`config.mk`:
```
export PLATFORM = sky130hd
export DESIGN_NAME = mag_compare_flat
export DESIGN_NICKNAME = d
export VERILOG_FILES = /design/src/rtl/mag_compare_if.sv /design/src/rtl/mag_compare.sv /design/src/flat_wrapper.sv
export SDC_FILE = /design/constraint.sdc
export NUM_CORES = 1
export LEC_CHECK = 0
export ABC_AREA = 1
export BUFFER_PORTS_ARGS = -buffer_cell sky130_fd_sc_hd__buf_2
export CORE_AREA = 2 2 39 41
export CTS_BUF_LIST = sky130_fd_sc_hd__clkbuf_4 sky130_fd_sc_hd__clkbuf_8
export DETAILED_ROUTE_END_ITERATION = 8
export DIE_AREA = 0 0 41 43
export SLEW_MARGIN = 20
export SYNTH_ARGS = -nofsm -noshare
export SYNTH_HDL_FRONTEND = slang
export SYNTH_SLANG_ARGS = --single-unit
```
`constraint.sdc`:
```
create_clock -name clk -period 1.35 [get_ports clk]
set_input_delay 0.2025 -clock clk [delete_from_list [all_inputs] [get_ports clk]]
set_output_delay 0.2025 -clock clk [all_outputs]
set_load 0.01 [all_outputs]
```
`src/rtl/mag_compare_if.sv`:
```
// Operand/result bundle for the unsigned magnitude comparator.
// master drives the operands and the valid strobe, slave returns the flags.
interface mag_compare_if #(
    parameter int WIDTH = 8
);
    logic [WIDTH-1:0] a;
    logic [WIDTH-1:0] b;
    logic             in_valid;
    logic             greater;
    logic             less;
    logic             greater_q;
    logic             less_q;
    logic             equal_q;
    logic             out_valid;

    modport master (
        output a, b, in_valid,
        input  greater, less, greater_q, less_q, equal_q, out_valid
    );

    modport slave (
        input  a, b, in_valid,
        output greater, less, greater_q, less_q, equal_q, out_valid
    );
endinterface

```
`src/rtl/mag_compare.sv`:
```
// Unsigned WIDTH-bit magnitude comparator: a tree of 2-bit compare cells with
// combinational gt/lt flags and a one-cycle registered gt/lt/eq result.
module mag_compare #(
    parameter int WIDTH = 8
) (
    input  logic         clk,
    input  logic         rst_n,
    mag_compare_if.slave bus
);
    localparam int NCELL = WIDTH / 2;
    localparam int NLVL  = $clog2(NCELL) + 1;

    logic gt_c;
    logic lt_c;
    logic greater_r;
    logic less_r;
    logic equal_r;
    logic out_valid_r;

    // Level 0 holds one cell per bit pair (index k covers bits 2k+1:2k);
    // each following level merges neighbouring pairs, odd index being the upper half.
    genvar lv, k;
    generate
        for (lv = 0; lv < NLVL; lv++) begin : g_lvl
            localparam int NN = NCELL >> lv;
            logic [NN-1:0] gt;
            logic [NN-1:0] lt;

            if (lv == 0) begin : g_leaf
                for (k = 0; k < NN; k++) begin : g_cell
                    logic [1:0] x;
                    logic [1:0] y;
                    assign x = bus.a[2*k+1 -: 2];
                    assign y = bus.b[2*k+1 -: 2];
                    assign gt[k] = (x[1] & ~y[1]) | (~(x[1] ^ y[1]) & x[0] & ~y[0]);
                    assign lt[k] = (~x[1] & y[1]) | (~(x[1] ^ y[1]) & ~x[0] & y[0]);
                end
            end else begin : g_node
                for (k = 0; k < NN; k++) begin : g_merge
                    logic gt_hi;
                    logic lt_hi;
                    logic gt_lo;
                    logic lt_lo;
                    assign gt_hi = g_lvl[lv-1].gt[2*k+1];
                    assign lt_hi = g_lvl[lv-1].lt[2*k+1];
                    assign gt_lo = g_lvl[lv-1].gt[2*k];
                    assign lt_lo = g_lvl[lv-1].lt[2*k];
                    assign gt[k] = gt_hi | (~gt_hi & ~lt_hi & gt_lo);
                    assign lt[k] = lt_hi | (~gt_hi & ~lt_hi & lt_lo);
                end
            end
        end
    endgenerate

    assign gt_c = g_lvl[NLVL-1].gt[0];
    assign lt_c = g_lvl[NLVL-1].lt[0];

    // Results hold while in_valid is low so the last sample stays readable.
    always_ff @(posedge clk or negedge rst_n) begin
        if (!rst_n) begin
            greater_r   <= 1'b0;
            less_r      <= 1'b0;
            equal_r     <= 1'b0;
            out_valid_r <= 1'b0;
        end else begin
            out_valid_r <= bus.in_valid;
            if (bus.in_valid) begin
                greater_r <= gt_c;
                less_r    <= lt_c;
                equal_r   <= ~gt_c & ~lt_c;
            end
        end
    end

    assign bus.greater   = gt_c;
    assign bus.less      = lt_c;
    assign bus.greater_q = greater_r;
    assign bus.less_q    = less_r;
    assign bus.equal_q   = equal_r;
    assign bus.out_valid = out_valid_r;
endmodule

```
`src/flat_wrapper.sv`:
```
// flat-port wrapper written by rule: the top's interface ports become plain ports
module mag_compare_flat 
#(
    parameter int WIDTH = 8
)
  (clk, rst_n, bus_a, bus_b, bus_in_valid, bus_greater, bus_less, bus_greater_q, bus_less_q, bus_equal_q, bus_out_valid);
  mag_compare_if #(.WIDTH(WIDTH)) bus_i ();
  input  logic clk;
  input  logic rst_n;
  input wire logic [$bits(bus_i.a)-1:0] bus_a;
  input wire logic [$bits(bus_i.b)-1:0] bus_b;
  input wire logic [$bits(bus_i.in_valid)-1:0] bus_in_valid;
  output wire logic [$bits(bus_i.greater)-1:0] bus_greater;
  output wire logic [$bits(bus_i.less)-1:0] bus_less;
  output wire logic [$bits(bus_i.greater_q)-1:0] bus_greater_q;
  output wire logic [$bits(bus_i.less_q)-1:0] bus_less_q;
  output wire logic [$bits(bus_i.equal_q)-1:0] bus_equal_q;
  output wire logic [$bits(bus_i.out_valid)-1:0] bus_out_valid;
  assign bus_i.a = bus_a;
  assign bus_i.b = bus_b;
  assign bus_i.in_valid = bus_in_valid;
  assign bus_greater = bus_i.greater;
  assign bus_less = bus_i.less;
  assign bus_greater_q = bus_i.greater_q;
  assign bus_less_q = bus_i.less_q;
  assign bus_equal_q = bus_i.equal_q;
  assign bus_out_valid = bus_i.out_valid;
  mag_compare #(.WIDTH(WIDTH)) u_core (.clk(clk), .rst_n(rst_n), .bus(bus_i));
endmodule
```
== After elaboration in Yosys (flattened, before gate mapping) ==
Cells that the tools add are included.
Operators by class
  bitwise gates (word level): 80
Operators with widths (number)
  1-bit bitwise AND: 34
  1-bit NOT: 28
  1-bit OR: 14
  1-bit XOR: 4
Storage, ports and cells
  flip-flop bits (word level): 4
  bits of input ports: 19
  logic and storage cells: 84

== Logic depth before layout (Yosys ltp) ==
  word-level depth: 15
  mapped depth: 12

== Worst setup path after synthesis ==
OpenSTA, ideal clock, no wires.
  kind: input port to flip-flop
  start: input port bus_b[7]
  end: register u_core.equal_r, in the netlist u_core.bus.equal_q
  library setup time: 113 ps
  arrival: 1202 ps
  required time: 1237 ps
  slack: 35 ps
  stages: 12
  buffers on the path: 0
  cell sequence: inv_1 ha_1 nand2_1 nor2_1 nor2_2 inv_1 nor2_2 nand2_1 nand2_1 nand2_1 nand2_1 inv_1
Between the ends
  longest elaborated chain between the ends: 15
  elaborated cells between the ends (all ways): 28
  those cells by class: 28 x bitwise
Ends and longest elaborated chain
  from (decl): line flat_wrapper.sv:11  | input wire logic [$bits(bus_i.b)-1:0] bus_b;
  1-bit XOR: line mag_compare.sv:35, mag_compare.sv:36
  1-bit NOT: line mag_compare.sv:35, mag_compare.sv:36
  1-bit bitwise AND, on equally long branches (2 in a row): line mag_compare.sv:35, mag_compare.sv:36
  1-bit OR, on equally long branches: line mag_compare.sv:35, mag_compare.sv:36
  1-bit NOT: line mag_compare.sv:48, mag_compare.sv:49
  1-bit bitwise AND: line mag_compare.sv:48, mag_compare.sv:49
  1-bit bitwise AND, on equally long branches: line mag_compare.sv:48, mag_compare.sv:49
  1-bit OR, on equally long branches: line mag_compare.sv:48, mag_compare.sv:49
  1-bit NOT: line mag_compare.sv:49  | assign lt[k] = lt_hi | (~gt_hi & ~lt_hi & lt_lo);
  1-bit bitwise AND (2 in a row): line mag_compare.sv:49
  1-bit OR *: line mag_compare.sv:49
  net bus_less: line flat_wrapper.sv:14  | output wire logic [$bits(bus_i.less)-1:0] bus_less;
  1-bit NOT *: line mag_compare.sv:70  | equal_r <= ~gt_c & ~lt_c;
  1-bit bitwise AND *: line mag_compare.sv:70
  to (signal assigned): line mag_compare.sv:70
  to (decl): line mag_compare.sv:17  | logic equal_r;
Mark *: on every way through the listed nets, which the timed path passes. The rest lies on a longest branch.
A chain may end at the register's enable or synchronous reset.

== Worst setup path after layout ==
  start: input port bus_a[7]
  end: output port bus_less
Between the ends
  longest elaborated chain between the ends: 13
  elaborated cells between the ends (all ways): 23
  those cells by class: 23 x bitwise
Ends and longest elaborated chain
  from (decl): line flat_wrapper.sv:10  | input wire logic [$bits(bus_i.a)-1:0] bus_a;
  1-bit XOR: line mag_compare.sv:35, mag_compare.sv:36
  1-bit NOT: line mag_compare.sv:35, mag_compare.sv:36
  1-bit bitwise AND, on equally long branches (2 in a row): line mag_compare.sv:35, mag_compare.sv:36
  1-bit OR, on equally long branches: line mag_compare.sv:35, mag_compare.sv:36
  1-bit NOT: line mag_compare.sv:48, mag_compare.sv:49
  1-bit bitwise AND: line mag_compare.sv:48, mag_compare.sv:49
  1-bit bitwise AND, on equally long branches: line mag_compare.sv:48, mag_compare.sv:49
  1-bit OR, on equally long branches: line mag_compare.sv:48, mag_compare.sv:49
  1-bit NOT: line mag_compare.sv:49
  1-bit bitwise AND (2 in a row): line mag_compare.sv:49
  1-bit OR *: line mag_compare.sv:49
  to (decl): line flat_wrapper.sv:14
Mark *: on every way between the ends. The rest lies on a longest branch, timed or not.

==> metrics.md <==
| Metric | Value |
|---|---|
| Outcome | `finished with violations` |
| Failing checks | `setup timing` |
| Routed Antenna Nets | `0` |
| Final setup vio count | `2` |
| Reg-to-Reg End | `u_core.bus.equal_q$_DFFE_PN0P_` |
| Worst-path fanout max | `3` |
| Drt pass-1 iters | `4` |
| Met1 Resource Use GR | `13.0%` |
| Comb pwr share | `43.6%` |
| Die area | `1760 um^2` |
| Synth top area cells | `dfrtp_1 (23%), ha_1 (23%), nand2_1 (18%)` |
| Worst setup path endpoint | `bus_less` |
| GRT Residual Overflow | `0` |
| Final Hold Vio Count | `0` |
| Site Rows | `14` |
| Clk Latency, worst-skew pair | `230 ps` |
| Core area | `1380 um^2` |
| Crit-path cells | `buf_6 > ha_4 > nand2_2 > nor2_2 > nor2_2 > inv_1 > nor2_2 > nand2_1 > nand2_1 > buf_2` |
| Crit path launch | `bus_a[7]` |
| #FFs+latches synth | `4` |
| Initial core utilization | `31.4%` |
| CTS tree | `built` |
| Vias in the first global route | `454` |
| Busiest metal layer after global routing | `met2` |
| Max IR drop VDD | `296 uV` |
| Die X | `41 um` |
| Yosys top cell area share | `23.1%` |
| FILL cells | `138` |
| Switching pwr | `0.000163 W` |
| Syn Nets | `94` |
| DR WL/cell | `8.28 um` |
| Total clock sinks | `4` |
| Sequential power share | `27.7%` |
| Layout cells sized above 1 | `48.0%` |
| Detailed router's first-iteration violation count | `6` |
| Routed vias/inst | `4.23` |
| Net Sw Frac | `32.0%` |
| Worst setup SP type | `input pin` |
| Avg Inst Size Synth | `6.48 um^2` |
| H-tree Lvls | `1` |
| Maximum clock insertion buffer count | `2` |
| Die Y | `43 um` |
| CP dominant cell by count | `nor2_2` |
| DR vias | `491` |
| R2r setup slk | `670 ps` |
| Netlist cell types | `12` |
| Synthesized netlist cell count | `67` |
| Reg clk slew, reported paths | `30 ps` |
| M3 GR Usage | `1.57%` |
| Reg-to-Reg Start | `u_core.bus.equal_q$_DFFE_PN0P_` |
| Synth warn | `0` |
| Slew HR | `89.8%` |
| Largest net degree at the start of global routing | `6` |
| Internal power | `0.000347 W` |
| Seq. cell area | `100 um^2` |
| Pwr Density | `678 nW/um^2` |
| CTS Buf Count | `3` |
| Slowest CP cell | `ha_4` |
| Clock skew | `0 ps` |
| Met2 usage | `22.8%` |
| Share of the yosys chip area belonging to registers | `23.1%` |
| Class of the worst hold path | `in2reg` |
| First-pass GRT wire length | `1570 um` |
| Achievable frequency | `0.694 GHz` |
| GP Congestion | `0.754` |
| Final period util | `107%` |
| Worst Hold Margin | `155 ps` |
| Final Worst Setup Slack | `-91.0 ps` |
| WHS Path Cells | `1` |
| Static leakage | `0.442 nW` |
| Final Max Slew Viols | `0` |
| Clk pwr share | `28.7%` |
| Antenna cells | `0` |
| CP max stage delay | `230 ps` |
| RSZ-0062 raised after global routing | `true` |
| R2R depth | `4` |
| Largest area contributor in the netlist | `dfrtp_1` |
| HPWL Detailed | `743 um` |
| Period minus WS final | `1440 ps` |
| Root Driver | `clkbuf_4` |
| Port bufs | `24` |
| Crit end category | `primary output` |
| Footprint of the multi-input gates | `338 um^2` |
| Crit path required time | `1150 ps` |
| IO Pins | `25` |
| Pre-CTS setup slack | `-162 ps` |
| Residual DRC | `0` |
| Total Power | `0.000511 W` |
| Final WL | `961 um` |
| Critical path type | `in2out` |
| Layout area overhead | `73.5%` |
| Gr usage total | `12.9%` |
| Initial antenna violation count | `0` |
| Max-Cap Viols | `0` |
| Worst Tran Pin Value | `153 ps` |
| Layout Nets | `129` |
| Synth Cell Area | `434 um^2` |
| Critical path data arrival time | `1240 ps` |
-- registers in the layout, indices dropped and copies added, names as in the netlist --
signal	count
u_core.bus.equal_q	1
u_core.bus.less_q	1
u_core.bus.out_valid	1
u_core.bus.greater_q	1
-- through the flow --
step	setup TNS [ps]	utilization (%)	std cells	cell area, um^2
CTS	-122	50.8	116	703
global placement	-293	43.1	110	597
floorplan	0	-	67	434
finish	-141	54.4	116	753
detailed placement	-483	43.1	110	597
global route	-247	54.4	116	753
-- synthesized netlist by cell type --
library cell and count:
a21oi_1 1, a31oi_1 1, dfrtp_1 4, ha_1 8, inv_1 19, nand2_1 21
nand3_1 3, nand3b_1 2, nor2_1 4, nor2_2 2, o21a_1 1, o21bai_1 1
-- worst max-delay path: cells and delay by family --
kind,cells,cell delay (ps)
buf+inv,3,300
fa+ha+maj,1,230
simple gates,6,500
-- routing by layer --
| metal | vias up | wire length [um] |
|---|---|---|
| met4 | 0 | 0 |
| met5 | - | 0 |
| met3 | 0 | 42 |
| met1 | 211 | 387 |
| li1 | 264 | - |
| met2 | 16 | 531 |
-- what timing repair did --
action | CTS | global route
hold endpoints to repair | 4 | 0
setup buffers | 2 | 0
cloned | 0 | 0
gates resized for setup | 12 | 10
pin swaps | 11 | 4
endpoints found under the setup margin | 2 | 4
hold buffers | 1 | 0
-- power groups by stage --
stage / Sequential [W] / Combinational (W) / Clock (W)
6_report: 0.000141 / 0.000223 / 0.000147
5_1_grt: 0.000143 / 0.000252 / 0.000157
4_1_cts: 0.000141 / 0.000203 / 0.000152
3_5_place_dp: 0.000143 / 0.000170 / 0
3_3_place_gp: 0.000143 / 0.000166 / 0
2_1_floorplan: 0.000150 / 0.0000852 / 0
-- area by class of cell --
type	count	share of cell area (%)
Clock buffer	3	2.99
Inverter	19	10.1
Multi-Input combinational cell	44	44.9
Sequential cell	4	13.3
Tap cell	16	2.66
Timing Repair Buffer	30	26.1
-- cell usage in the layout (no fill, tap or decap), types with 3 or more instances in the layout --
master,n
buf_6,3
clkbuf_4,3
ha_1,4
buf_2,20
nand2_1,19
nor2_2,4
ha_4,4
buf_4,5
inv_1,16
dfrtp_1,4
-- worst min path at each step --
stage	end	startpoint	slack, ps
after global routing	u_core.bus.out_valid$_DFF_PN0_	bus_in_valid	150
final	u_core.bus.out_valid$_DFF_PN0_	bus_in_valid	150
after floorplan	u_core.bus.equal_q$_DFFE_PN0P_	rst_n	-90
after CTS	u_core.bus.out_valid$_DFF_PN0_	bus_in_valid	130
after global placement	u_core.bus.equal_q$_DFFE_PN0P_	rst_n	10
after detailed placement	u_core.bus.equal_q$_DFFE_PN0P_	rst_n	10
-- cell families (layout without fill, tap and decap cells) --
| family | after synthesis | count (layout) | share of synthesized area (%) |
|---|---|---|---|
| buffers and inverters | 19 | 52 | 16.4 |
| AO/OA/AOI/OAI | 4 | 4 | 6.05 |
| adder cells (fa/ha/maj) | 8 | 8 | 23.1 |
| AND/OR/NAND/NOR | 32 | 32 | 31.4 |
| flip-flops | 4 | 4 | 23.1 |
(Power assumes the default switching activity.)
